### src/rtl/fft_butterfly_pipe.sv
// fft_butterfly_pipe
//   Streaming radix-2 DIT complex butterfly, three register stages:
//     S1: four partial products of B*W, plus A / scale / valid
//     S2: complex product P = W*B, rounded half-up back to integer scale
//     S3: Y = A + P, Z = A - P, optional /2, saturation to WIDTH bits
//   One operand set per cycle; a single global advance enable stalls
//   every stage together when the output is held.
//
// Ports
//   Clock, nReset         clock (rising edge), async active-low reset
//   in_valid / in_ready   operand handshake (in_ready = !out_valid || out_ready)
//   a_*, b_*              WIDTH-bit signed operands A and B
//   w_*                   TW-bit signed Q1.(TW-1) twiddle W
//   scale                 halve results; travels with its operand set
//   out_valid / out_ready result handshake
//   y_*, z_*              WIDTH-bit signed results Y and Z
//   sat_flag              sticky: a valid result clipped since last clear
//   clear                 synchronous clear of sat_flag and count
//   count                 accepted result sets, wraps at 2^CNT_W
module fft_butterfly_pipe #(
  parameter int WIDTH = 8,
  parameter int TW    = 8,
  parameter int CNT_W = 16
) (
  input  logic              Clock,
  input  logic              nReset,
  input  logic              in_valid,
  output logic              in_ready,
  input  logic [WIDTH-1:0]  a_re,
  input  logic [WIDTH-1:0]  a_im,
  input  logic [WIDTH-1:0]  b_re,
  input  logic [WIDTH-1:0]  b_im,
  input  logic [TW-1:0]     w_re,
  input  logic [TW-1:0]     w_im,
  input  logic              scale,
  output logic              out_valid,
  input  logic              out_ready,
  output logic [WIDTH-1:0]  y_re,
  output logic [WIDTH-1:0]  y_im,
  output logic [WIDTH-1:0]  z_re,
  output logic [WIDTH-1:0]  z_im,
  output logic              sat_flag,
  input  logic              clear,
  output logic [CNT_W-1:0]  count
);
  localparam int PW = WIDTH + TW;   // product width
  localparam int RW = WIDTH + 2;    // rounded product width
  localparam int SW = WIDTH + 3;    // sum/difference width

  // Half an LSB of the Q1.(TW-1) result, for round-half-up.
  localparam logic signed [PW:0] RND = {{(PW-TW+2){1'b0}}, 1'b1, {(TW-2){1'b0}}};

  // Returns {clipped, saturated value}. The value fits when all bits from
  // the sign bit of the WIDTH-bit result upward agree.
  function automatic logic [WIDTH:0] sat_fn(input logic [SW-1:0] v);
    if ((&v[SW-1:WIDTH-1]) || !(|v[SW-1:WIDTH-1]))
      sat_fn = {1'b0, v[WIDTH-1:0]};
    else if (v[SW-1])
      sat_fn = {1'b1, 1'b1, {(WIDTH-1){1'b0}}};
    else
      sat_fn = {1'b1, 1'b0, {(WIDTH-1){1'b1}}};
  endfunction

  // Stage registers
  logic                    v1_q, v1_d, s1_q, s1_d;
  logic signed [WIDTH-1:0] a1_re_q, a1_re_d, a1_im_q, a1_im_d;
  logic signed [PW-1:0]    rr_q, rr_d, ii_q, ii_d, ri_q, ri_d, ir_q, ir_d;
  logic                    v2_q, v2_d, s2_q, s2_d;
  logic signed [WIDTH-1:0] a2_re_q, a2_re_d, a2_im_q, a2_im_d;
  logic signed [RW-1:0]    p2_re_q, p2_re_d, p2_im_q, p2_im_d;
  logic                    out_valid_q, out_valid_d;
  logic [WIDTH-1:0]        y_re_q, y_re_d, y_im_q, y_im_d;
  logic [WIDTH-1:0]        z_re_q, z_re_d, z_im_q, z_im_d;
  logic                    sat_q, sat_d;
  logic [CNT_W-1:0]        count_q, count_d;

  // Combinational intermediates
  logic                    adv;
  logic signed [PW-1:0]    b_re_x, b_im_x, w_re_x, w_im_x;
  logic signed [PW:0]      p_re_full, p_im_full, p_re_sh, p_im_sh;
  logic signed [SW-1:0]    y_re_w, y_im_w, z_re_w, z_im_w;
  logic signed [SW-1:0]    y_re_s, y_im_s, z_re_s, z_im_s;
  logic [WIDTH:0]          y_re_r, y_im_r, z_re_r, z_im_r;
  logic                    clip_any;
  logic                    unused_bits;

  always_comb begin
    adv = !out_valid_q || out_ready;

    // S1: sign-extend to full product width so each product is exact.
    b_re_x = {{TW{b_re[WIDTH-1]}}, b_re};
    b_im_x = {{TW{b_im[WIDTH-1]}}, b_im};
    w_re_x = {{WIDTH{w_re[TW-1]}}, w_re};
    w_im_x = {{WIDTH{w_im[TW-1]}}, w_im};

    // S2: complex product, round half up, drop the TW-1 fraction bits.
    p_re_full = {rr_q[PW-1], rr_q} - {ii_q[PW-1], ii_q} + RND;
    p_im_full = {ri_q[PW-1], ri_q} + {ir_q[PW-1], ir_q} + RND;
    p_re_sh   = p_re_full >>> (TW-1);
    p_im_sh   = p_im_full >>> (TW-1);

    // S3: butterfly with one guard bit, optional floor-halving, clip.
    y_re_w = {{3{a2_re_q[WIDTH-1]}}, a2_re_q} + {p2_re_q[RW-1], p2_re_q};
    y_im_w = {{3{a2_im_q[WIDTH-1]}}, a2_im_q} + {p2_im_q[RW-1], p2_im_q};
    z_re_w = {{3{a2_re_q[WIDTH-1]}}, a2_re_q} - {p2_re_q[RW-1], p2_re_q};
    z_im_w = {{3{a2_im_q[WIDTH-1]}}, a2_im_q} - {p2_im_q[RW-1], p2_im_q};
    y_re_s = s2_q ? (y_re_w >>> 1) : y_re_w;
    y_im_s = s2_q ? (y_im_w >>> 1) : y_im_w;
    z_re_s = s2_q ? (z_re_w >>> 1) : z_re_w;
    z_im_s = s2_q ? (z_im_w >>> 1) : z_im_w;
    y_re_r = sat_fn(y_re_s);
    y_im_r = sat_fn(y_im_s);
    z_re_r = sat_fn(z_re_s);
    z_im_r = sat_fn(z_im_s);
    clip_any = y_re_r[WIDTH] | y_im_r[WIDTH] | z_re_r[WIDTH] | z_im_r[WIDTH];

    // Bits discarded by rounding / truncation.
    unused_bits = ^{p_re_sh[PW:RW], p_im_sh[PW:RW]};

    // Defaults: every stage holds.
    v1_d = v1_q;  s1_d = s1_q;  a1_re_d = a1_re_q;  a1_im_d = a1_im_q;
    rr_d = rr_q;  ii_d = ii_q;  ri_d = ri_q;  ir_d = ir_q;
    v2_d = v2_q;  s2_d = s2_q;  a2_re_d = a2_re_q;  a2_im_d = a2_im_q;
    p2_re_d = p2_re_q;  p2_im_d = p2_im_q;
    out_valid_d = out_valid_q;
    y_re_d = y_re_q;  y_im_d = y_im_q;  z_re_d = z_re_q;  z_im_d = z_im_q;
    sat_d = sat_q;
    count_d = count_q;

    if (adv) begin
      v1_d    = in_valid && adv;
      s1_d    = scale;
      a1_re_d = a_re;
      a1_im_d = a_im;
      rr_d    = b_re_x * w_re_x;
      ii_d    = b_im_x * w_im_x;
      ri_d    = b_re_x * w_im_x;
      ir_d    = b_im_x * w_re_x;

      v2_d    = v1_q;
      s2_d    = s1_q;
      a2_re_d = a1_re_q;
      a2_im_d = a1_im_q;
      p2_re_d = p_re_sh[RW-1:0];
      p2_im_d = p_im_sh[RW-1:0];

      // Data registers also load on bubbles; out_valid marks them stale.
      out_valid_d = v2_q;
      y_re_d = y_re_r[WIDTH-1:0];
      y_im_d = y_im_r[WIDTH-1:0];
      z_re_d = z_re_r[WIDTH-1:0];
      z_im_d = z_im_r[WIDTH-1:0];
    end

    // clear takes priority over a same-cycle saturation or acceptance.
    if (clear)
      sat_d = 1'b0;
    else if (adv && v2_q && clip_any)
      sat_d = 1'b1;

    if (clear)
      count_d = '0;
    else if (out_valid_q && out_ready)
      count_d = count_q + CNT_W'(1);
  end

  always_ff @(posedge Clock or negedge nReset) begin
    if (!nReset) begin
      v1_q <= 1'b0;  s1_q <= 1'b0;  a1_re_q <= '0;  a1_im_q <= '0;
      rr_q <= '0;  ii_q <= '0;  ri_q <= '0;  ir_q <= '0;
      v2_q <= 1'b0;  s2_q <= 1'b0;  a2_re_q <= '0;  a2_im_q <= '0;
      p2_re_q <= '0;  p2_im_q <= '0;
      out_valid_q <= 1'b0;
      y_re_q <= '0;  y_im_q <= '0;  z_re_q <= '0;  z_im_q <= '0;
      sat_q <= 1'b0;
      count_q <= '0;
    end else begin
      v1_q <= v1_d;  s1_q <= s1_d;  a1_re_q <= a1_re_d;  a1_im_q <= a1_im_d;
      rr_q <= rr_d;  ii_q <= ii_d;  ri_q <= ri_d;  ir_q <= ir_d;
      v2_q <= v2_d;  s2_q <= s2_d;  a2_re_q <= a2_re_d;  a2_im_q <= a2_im_d;
      p2_re_q <= p2_re_d;  p2_im_q <= p2_im_d;
      out_valid_q <= out_valid_d;
      y_re_q <= y_re_d;  y_im_q <= y_im_d;  z_re_q <= z_re_d;  z_im_q <= z_im_d;
      sat_q <= sat_d;
      count_q <= count_d;
    end
  end

  assign in_ready  = adv;
  assign out_valid = out_valid_q;
  assign y_re      = y_re_q;
  assign y_im      = y_im_q;
  assign z_re      = z_re_q;
  assign z_im      = z_im_q;
  assign sat_flag  = sat_q;
  assign count     = count_q;

endmodule
### config.mk
export PLATFORM = sky130hd
export DESIGN_NAME = fft_butterfly_pipe
export DESIGN_NICKNAME = d
export VERILOG_FILES = /design/src/rtl/fft_butterfly_pipe.sv
export SDC_FILE = /design/constraint.sdc
export NUM_CORES = 1
export LEC_CHECK = 0
export CORE_AREA = 2 2 219 221
export DETAILED_ROUTE_END_ITERATION = 8
export DIE_AREA = 0 0 221 223
export REMOVE_ABC_BUFFERS = 1
export SYNTH_ARGS = -nofsm -noshare
export SYNTH_HDL_FRONTEND = slang
export SYNTH_SLANG_ARGS = --single-unit
### constraint.sdc
create_clock -name Clock -period 4.9 [get_ports Clock]
set_input_delay 0.98 -clock Clock [delete_from_list [all_inputs] [get_ports Clock]]
set_output_delay 0.98 -clock Clock [all_outputs]
set_load 0.02 [all_outputs]
# Word-level counts from Yosys, hierarchy flattened
# Index checks and enable logic that the tools add are counted.
# Widths: inputs -> output; s select.
# totals
ff_bits	170
output_inout_bits	51
wordCells	77
# op_classes
n_mux	16
n_addsub	9
reduce_logical	24
mul	4
bitwise	3
# op_table
op	count
$mul 8x8->16	4
$mux 10	4
$mux 9	4
$add 17x7->17 const B	2
$mux 16	2
$mux 8	4
$add 8x10->11	2
$sub 8x10->11	2
$add 16x16->17	1
$sub 16x16->17	1
$add 16x1->16 const B	1
$reduce_and 4->1	4
$reduce_or 4->1	4
$logic_not 1->1	5
$logic_or 1x1->1	5
$logic_and 1x1->1	4
$reduce_bool 2->1	2
$or 1x1->1	3
$mux 1	2

# Longest topological paths before layout
# Gate-level depths: netlist of the first run.
# depth
ltp_word	12
mapped_depth	20
mapped_depth_nobuf	19

# Worst setup path before layout of the first run
# OpenSTA, ideal clock, no wires.
# synth_path
path_type	input port to flip-flop
start	in b_re[5]
end	reg rr_q[14]
arrival_time_ns	5.109
setup_time_ns	0.120
t_required_ns	4.780
cell_stages	19
slack_ns	-0.329
path_cell_list	clkbuf_1 and2_1 fa_1 inv_1 fa_1 inv_1 fa_1 inv_1 fa_1 inv_1 ha_1 o21ai_0 a21boi_0 o21ai_0 a21boi_0 o21ai_0 a211oi_1 or3_1 a31o_2
# synth_between
elab_chain_cells	1
# synth_rtl
element	line_no	rtl
from (decl)	31	input logic [WIDTH-1:0] b_re,
$mul 8x8->16	135	rr_d = b_re_x * w_re_x;
to (signal assigned)	179	rr_q <= rr_d; ii_q <= ii_d; ri_q <= ri_d; ir_q <= ir_d;
to (decl)	67	logic signed [PW-1:0] rr_q, rr_d, ii_q, ii_d, ri_q, ri_d, ir_q, ir_d;
# No other way between the ends.
# A chain may end at the register's enable or synchronous reset.

# Final worst setup path of the first run
# layout_path
start	in b_im[5]
end	reg ii_q[10]
# layout_between
elab_chain_cells	1
# layout_rtl
element	line_no	rtl
from (decl)	32	input logic [WIDTH-1:0] b_im,
$mul 8x8->16	136	ii_d = b_im_x * w_im_x;
to (signal assigned)	179	
to (decl)	67	
# No other way between the ends.

==> run_results.csv, run 1 <==
group,metric,value,unit
sta,maxSlewViolCount,0,
global_route,grt_first_pass_wirelength,79900,um
run_status,outcome,"finished clean",
place,place_ws,-1.15,ns
worst_setup_path,cp.arrival,5.19,ns
min_path,min_from,"rr_q[0]",
yosys,synth_ff_type,"dfrtp_1",
cells_and_area,area_delta_synth_final,22.8,%
global_route,grtUsageTotal,0.197,
worst_setup_path,r2r_slack,1.70,ns
sta,holdWs,0.461,ns
floorplan,die_area,49300,um2
worst_setup_path,r2r_cells,10,
sta,setup_viol,0,
route,detail-route-antenna-nets,0,
cells_and_area,fillCellCount,4458,
yosys,ys_warn_count,0,
yosys,ys_seq_area_frac,0.213,
sta,layout_min_cycle_time,4.83,ns
sta,fin_skew,0.0119,ns
yosys,synth_cell_type_count,73,
sta,worst_slack,0.0725,ns
sta,rsz0062_at_grt,"yes",
worst_setup_path,cp.required,5.26,ns
place,port-buffer-count,104,
clocking,clkTransAtPathRegs,0.07,ns
worst_setup_path,worst-path-max-fanout,3,
yosys,netlist_instances,2264,
global_route,grt_util_met3,0.0266,
floorplan,die_width,221,um
yosys,async_flop_share,1.00,
power_and_ir_drop,seq_power_share,0.152,
cells_and_area,instances_no_fill,3188,
worst_setup_path,crit_family,"adder cells",
job,drv_cap,0,
power_and_ir_drop,p_switching,7360,uW
cells_and_area,antennaDiodeCount,0,
cells_and_area,seqCellArea,4250,um2
global_route,grt.busiest_layer,"met2",
worst_setup_path,startpoint_type,"input port",
worst_setup_path,crit_path_end_kind,"flip-flop",
worst_setup_path,crit_type,"input port to flip-flop",
power_and_ir_drop,ir_worst_vdd,0.272,mV
route,routedWlPerCell,14.8,um
sta,relSlewSlack,0.354,
power_and_ir_drop,pwr-share-clk,0.088,
power_and_ir_drop,powerDensity,654,nW/um2
min_path,hp-class,"flip-flop to flip-flop",
min_path,hold_end,"rr_q[0]",
worst_setup_path,slowest_stage,"fa_1",
clocking,clockRootBuffer,"clkbuf_16",
clocking,cts_buffers,17,
floorplan,ios,105,
cells_and_area,multi_input_area,14400,um2
cells_and_area,drive_above_1_share,0.178,
worst_setup_path,r2r-end,"sat_flag",
clocking,hold_buffers,0,
clocking,insertion_delay,0.45,ns
place,placed_cells,3114,
yosys,avgSynthCellArea,8.82,um2
floorplan,die_h,223,um
route,first_iter_violations,759,
yosys,synth_edf_count,0,
sta,hold_viol_final,0,
global_route,grt_start_max_net_pins,100,
route,first_pass_iters,5,
route,viasPerCell,4.89,
clocking,clockBufferDepth,2,
power_and_ir_drop,p_total,16100,uW
power_and_ir_drop,intPower,8700,uW
cells_and_area,finalNetCount,3053,
worst_setup_path,worst-path-buf-inv,11,
yosys,synth.cell_area,20000,um2
floorplan,start_util,0.424,
cells_and_area,fin_util,0.521,
yosys,synth-seq-cells,170,
place,dpl.hpwl,38000,um
power_and_ir_drop,sw_frac_of_total,0.458,
sta,max_freq,207,MHz
global_route,antenna_found_initial,1,
clocking,cts_tree,"built",
min_path,min_path_cells,2,
clocking,htreeDepth,4,
power_and_ir_drop,p_comb_frac,0.760,
global_route,use_met1,0.272,
global_route,grtUsageMet2,0.331,
route,finalWirelength,47000,um
place,globalplace.congestion,0.851,
worst_setup_path,r2r-start,"a2_im_q[4]",
worst_setup_path,slowest_delay,0.53,ns
sta,period_share,0.985,
floorplan,num_rows,80,
worst_setup_path,crit_chain,"clkdlybuf4s15_2 -> and2_1 -> fa_1 -> inv_1 -> fa_1 -> inv_1 -> fa_1 -> inv_1 -> fa_1 -> inv_1 -> ha_4 -> o21ai_2 -> a21boi_2 -> o21ai_2 -> a21boi_2 -> buf_4 -> buf_4 -> buf_4 -> buf_4 -> buf_4 -> buf_4 -> o31ai_2",
route,route.detailed.drc,0,
global_route,grt_overflow,0,
worst_setup_path,worst_path_most_repeated_cell,"buf_4",
floorplan,core_area,47100,um2
sta,max_slew.worst_pin.slew,0.969,ns
route,num_vias,15600,
clocking,cts.sinks,170,
power_and_ir_drop,p_leak,0.0122,uW
global_route,grt_pass1_vias,16200,
[worst reg2reg max path: cells and delay by family (launching register included)]
kind | cells | cell delay (ns)
flip-flops | 1 | 0.41
adder cells (fa/ha/maj) | 1 | 0.50
AND/OR/NAND/NOR | 5 | 1.01
AO/OA/AOI/OAI | 4 | 1.14
[cell usage after synthesis (3+ instances only)]
| cell | instances | area, um2 |
|---|---|---|
| a211o_1 | 9 | 78.8 |
| a211oi_1 | 14 | 105 |
| a21boi_0 | 7 | 52.6 |
| a21o_1 | 15 | 113 |
| a21oi_1 | 111 | 556 |
| a31o_2 | 4 | 35.0 |
| a31oi_1 | 5 | 31.3 |
| and2_1 | 160 | 1000 |
| and3_1 | 12 | 75.1 |
| buf_1 | 5 | 18.8 |
| buf_2 | 5 | 25.0 |
| clkbuf_1 | 70 | 263 |
| dfrtp_1 | 170 | 4250 |
| fa_1 | 224 | 4480 |
| ha_1 | 215 | 2690 |
| inv_1 | 381 | 1430 |
| mux2_2 | 3 | 33.8 |
| mux2i_1 | 14 | 140 |
| nand2_1 | 284 | 1070 |
| nand2b_1 | 24 | 150 |
| nand3_1 | 20 | 100 |
| nand4_1 | 8 | 50.1 |
| nor2_1 | 160 | 601 |
| nor2b_1 | 31 | 194 |
| nor3_1 | 29 | 145 |
| o2111ai_1 | 3 | 26.3 |
| o211ai_1 | 9 | 67.6 |
| o21a_1 | 8 | 60.1 |
| o21ai_0 | 51 | 255 |
| o21ai_1 | 4 | 20.0 |
| o21bai_1 | 6 | 45.0 |
| o22a_1 | 14 | 123 |
| o311a_1 | 3 | 30.0 |
| o31a_1 | 4 | 35.0 |
| o31ai_1 | 10 | 75.1 |
| or2_2 | 6 | 37.5 |
| or3_1 | 15 | 93.8 |
| xnor2_1 | 73 | 639 |
| xor2_1 | 38 | 333 |
[cell type report]
| type | instances | area share |
|---|---|---|
| Clock buffer | 20 | 0.0182 |
| Clock inverter | 12 | 0.00658 |
| Inverter | 382 | 0.0586 |
| Multi-Input combinational cell | 1629 | 0.589 |
| Sequential cell | 170 | 0.173 |
| Tap cell | 615 | 0.0314 |
| Timing Repair Buffer | 360 | 0.123 |
[cell usage in the layout (no fill, tap or decap), drive strengths merged, types with 7 or more instances in the layout]
cell type / n
inv: 386
a21oi: 111
a21o: 15
ha: 215
or3: 15
o21ai: 56
a211o: 9
clkbuf: 30
fa: 224
mux2i: 14
nor2b: 32
nand2: 284
nand3: 21
clkdlybuf4s50: 71
o21a: 9
o31ai: 11
xnor2: 73
nand4: 8
nor3: 31
buf: 274
and2: 160
and3: 12
nor2: 160
o21bai: 7
a21boi: 7
o211ai: 10
nand2b: 24
dfrtp: 170
o22a: 14
or2: 7
xor2: 38
a211oi: 15
[how the worst max path moves through the flow]
stage               from        to  slack, ns  depth (start not counted)
2_1_floorplan  out_ready   z_im[0]      -3.93                          4
3_3_place_gp     w_im[0]  ii_q[14]      -1.01                         19
3_5_place_dp     w_re[2]  ir_q[14]      -1.15                         18
4_1_cts          b_re[0]  ri_q[15]      0.001                         18
5_1_grt          w_im[2]  ri_q[14]      -0.12                         21
6_report         b_im[5]  ii_q[10]       0.07                         22
[per-layer routing]
metal	part of all wire	wire [um]
met1	0.48	22800
met2	0.47	22000
met3	0.034	1610
met4	0.015	698
met5	0	0
[metrics by stage]
stage | TNS, ns | cell area (um2)
finish | 0 | 24500
global route | -0.407 | 24500
CTS | 0 | 24200
detailed placement | -21.05 | 23100
global placement | -19.54 | 23100
floorplan | -489.66 | 19600
[power by group through the flow]
| stage | Clock, uW | Sequential [uW] | Combinational, uW |
|---|---|---|---|
| after floorplan | 0 | 2540 | 8000 |
| after global placement | 0 | 2450 | 11200 |
| after detailed placement | 0 | 2470 | 11500 |
| after CTS | 1450 | 2450 | 12000 |
| after global routing | 1510 | 2520 | 13800 |
| final | 1420 | 2440 | 12200 |
[registers in the layout (all words and copies together), names as in the netlist, 8 cells and up]
| signal | count |
|---|---|
| rr_q | 16 |
| p2_im_q | 10 |
| a1_im_q | 8 |
| ri_q | 16 |
| ii_q | 16 |
| y_re | 8 |
| z_im | 8 |
| p2_re_q | 10 |
| ir_q | 16 |
| z_re | 8 |
| y_im | 8 |
| a2_re_q | 8 |
| a1_re_q | 8 |
| a2_im_q | 8 |
| count | 16 |
[timing repair]
| item | CTS | global route |
|---|---|---|
| endpoints found under the setup margin | 25 | 21 |
| buffers inserted | 29 | 14 |
| endpoints found under the hold margin | 0 | 0 |
| pin swaps | 63 | 70 |
| gates resized for setup | 163 | 124 |
[cell families (layout without fill, tap and decap cells)]
family | count (synthesis) | count (layout) | synth area share
buffers and inverters | 465 | 774 | 0.0883
multiplexers | 17 | 17 | 0.00870
AO/OA/AOI/OAI | 299 | 299 | 0.0989
flip-flops | 170 | 170 | 0.213
AND/OR/NAND/NOR | 763 | 763 | 0.183
adder cells (fa/ha/maj) | 439 | 439 | 0.359
XOR/XNOR | 111 | 111 | 0.0487
Note: power is estimated with default switching activity, not from simulation.
==> run 2, diff against run 1 <==
--- a/config.mk
+++ b/config.mk
@@ -5,9 +5,12 @@
 export SDC_FILE = /design/constraint.sdc
 export NUM_CORES = 1
 export LEC_CHECK = 0
-export CORE_AREA = 2 2 219 221
+export CELL_PAD_IN_SITES_DETAIL_PLACEMENT = 1
+export CELL_PAD_IN_SITES_GLOBAL_PLACEMENT = 2
+export CORE_AREA = 2 2 182 273
 export DETAILED_ROUTE_END_ITERATION = 8
-export DIE_AREA = 0 0 221 223
+export DIE_AREA = 0 0 184 275
+export PLACE_DENSITY_LB_ADDON = 0.1
 export REMOVE_ABC_BUFFERS = 1
 export SYNTH_ARGS = -nofsm -noshare
 export SYNTH_HDL_FRONTEND = slang
==> run_results.csv, run 2 (synthesis gave the netlist of run 1 again) <==
group,metric,value,unit
sta,setup_tns,0,ns
clocking,htreeDepth,4,
power_and_ir_drop,ir_worst_vdd,0.348,mV
clocking,hold_buffers,0,
place,placed_cells,3091,
sta,maxSlewViolCount,0,
power_and_ir_drop,powerDensity,665,nW/um2
worst_setup_path,r2r-start,"a2_im_q[0]",
worst_setup_path,r2r-end,"z_im[3]",
worst_setup_path,slowest_stage,"fa_1",
power_and_ir_drop,p_leak,0.0121,uW
cells_and_area,final_common_cell,"inv_1",
route,viasPerCell,5.03,
clocking,cts_tree,"built",
worst_setup_path,crit_path_end_kind,"flip-flop",
cells_and_area,final_cell_mix,"358 x inv_1, 279 x nand2_1, 211 x fa_1, 196 x buf_4, 194 x ha_1",
worst_setup_path,worst-path-max-fanout,5,
floorplan,die_h,275,um
place,port-buffer-count,104,
global_route,antenna_found_initial,1,
sta,setup_viol,0,
place,globalplace.congestion,0.868,
run_status,outcome,"finished clean",
global_route,grt_pass1_vias,17900,
place,dpl.hpwl,44800,um
worst_setup_path,r2r_slack,1.66,ns
clocking,clockBufferDepth,2,
floorplan,num_rows,99,
cells_and_area,drive_above_1_share,0.182,
floorplan,ios,105,
floorplan,core_area,48300,um2
clocking,clkTransAtPathRegs,0.08,ns
route,finalWirelength,54800,um
worst_setup_path,worst_path_most_repeated_cell,"inv_2",
worst_setup_path,r2r_cells,12,
worst_setup_path,slowest_delay,0.51,ns
global_route,grt_overflow,0,
min_path,min_from,"a1_re_q[4]",
worst_setup_path,worst-path-buf-inv,7,
worst_setup_path,crit_family,"adder cells",
worst_setup_path,crit_type,"input port to flip-flop",
cells_and_area,antennaDiodeCount,0,
worst_setup_path,cp.required,5.22,ns
cells_and_area,finalNetCount,3038,
place,place_ws,-1.43,ns
route,route.detailed.drc,0,
floorplan,die_area,50600,um2
worst_setup_path,crit_chain,"buf_4 -> buf_6 -> buf_6 -> and2_1 -> ha_1 -> inv_2 -> fa_1 -> inv_2 -> ha_4 -> inv_1 -> fa_1 -> inv_2 -> fa_2 -> a21o_1 -> a21oi_4 -> o21bai_4 -> a21oi_2 -> o21bai_1 -> a211o_1 -> a31oi_1 -> xor2_1 -> o21ai_1",
job,drv_cap,0,
cells_and_area,fillCellCount,5600,
clocking,clockRootBuffer,"clkbuf_16",
route,first_pass_iters,4,
global_route,grt_start_max_net_pins,120,
sta,layout_min_cycle_time,4.82,ns
min_path,hold_end,"a1_re_q[4]",
cells_and_area,instances_no_fill,3164,
clocking,cts.sinks,170,
sta,period_share,0.984,
sta,max_slew.worst_pin.slew,0.752,ns
global_route,grtUsageTotal,0.225,
clocking,cts_buffers,17,
clocking,insertion_delay,0.45,ns
min_path,hp-class,"flip-flop to flip-flop",
route,num_vias,15900,
worst_setup_path,cp.arrival,5.14,ns
min_path,min_path_cells,2,
sta,worst_slack,0.0793,ns
cells_and_area,area_delta_synth_final,23.0,%
worst_setup_path,startpoint_type,"input port",
route,routedWlPerCell,17.3,um
sta,fin_skew,0.0149,ns
route,first_iter_violations,376,
floorplan,die_width,184,um
route,detail-route-antenna-nets,0,
sta,relSlewSlack,0.497,
floorplan,start_util,0.414,
sta,holdWs,0.466,ns
global_route,grt_first_pass_wirelength,89900,um
sta,hold_viol_final,0,
sta,max_freq,207,MHz
## run 2: cell types whose count changed in the layout (fill, tap and decap cells not counted), moves of 4 or more
cell	delta
ha_1	-4
buf_4	-28
and2_4	+4
inv_1	-5
inv_6	+4
inv_2	+5
and2_1	-4
buf_2	+6
buf_6	+7
clkbuf_2	-6
## run 2: worst reg2reg max path, delay by kind of cell, from the launching register on
| family | cells | cell delay (ns) |
|---|---|---|
| AOI/OAI and AO/OA | 6 | 1.55 |
| adders and majority gates | 2 | 0.65 |
| and+or+nand+nor | 3 | 0.49 |
| DFF | 1 | 0.36 |
| buffers and inverters | 1 | 0.06 |
## run 2: area by class of cell
cell class	count	area [um2]	share of cell area
multi-input cells	1629	14600	0.593
flip-flops and latches	170	4250	0.173
repair buffers	345	3000	0.122
inverters	382	1440	0.0586
well taps	606	758	0.0309
clock buffers	18	429	0.0175
clock inverters	14	130	0.00530
## run 2: worst max-delay path by stage
| stage | slack (ns) | start | cells past startpoint | endpoint |
|---|---|---|---|---|
| after floorplan | -3.93 | out_ready | 4 | z_im[0] |
| after global placement | -1.32 | b_re[5] | 20 | rr_q[14] |
| after global routing | -0.05 | w_re[1] | 23 | rr_q[12] |
| final | 0.08 | b_re[5] | 22 | ri_q[14] |
| after detailed placement | -1.43 | b_re[5] | 20 | rr_q[14] |
| after CTS | -0.01 | w_re[6] | 18 | rr_q[14] |
## run 2: where the power goes
part,total (uW),switching [uW],internal (uW)
Combinational,12600,6720,5870
Clock,1320,649,672
Sequential,2430,374,2050
## run 2: metrics by stage
step                      power [uW]  area (um2)  utilization
final                          16300       24600        0.509
after CTS                      16200       24200        0.501
after floorplan                10500       19600            -
after detailed placement       14400       23000        0.476
after global placement         14000       23000        0.476
after global routing           18100       24600        0.509
## run 2: layer usage
layer / global-route usage / vias up / wire (um)
met5: 0 / - / 12
met4: 0.0760 / 2 / 1570
met3: 0.0241 / 81 / 1090
met2: 0.448 / 201 / 30500
met1: 0.245 / 7930 / 21600
li1: - / 7697 / -
## run 2: timing repair
item | CTS | global route
setup buffers | 30 | 12
gates resized for setup | 235 | 91
cloned | 1 | 0
endpoints found under the setup margin | 27 | 19
pin swaps | 68 | 68
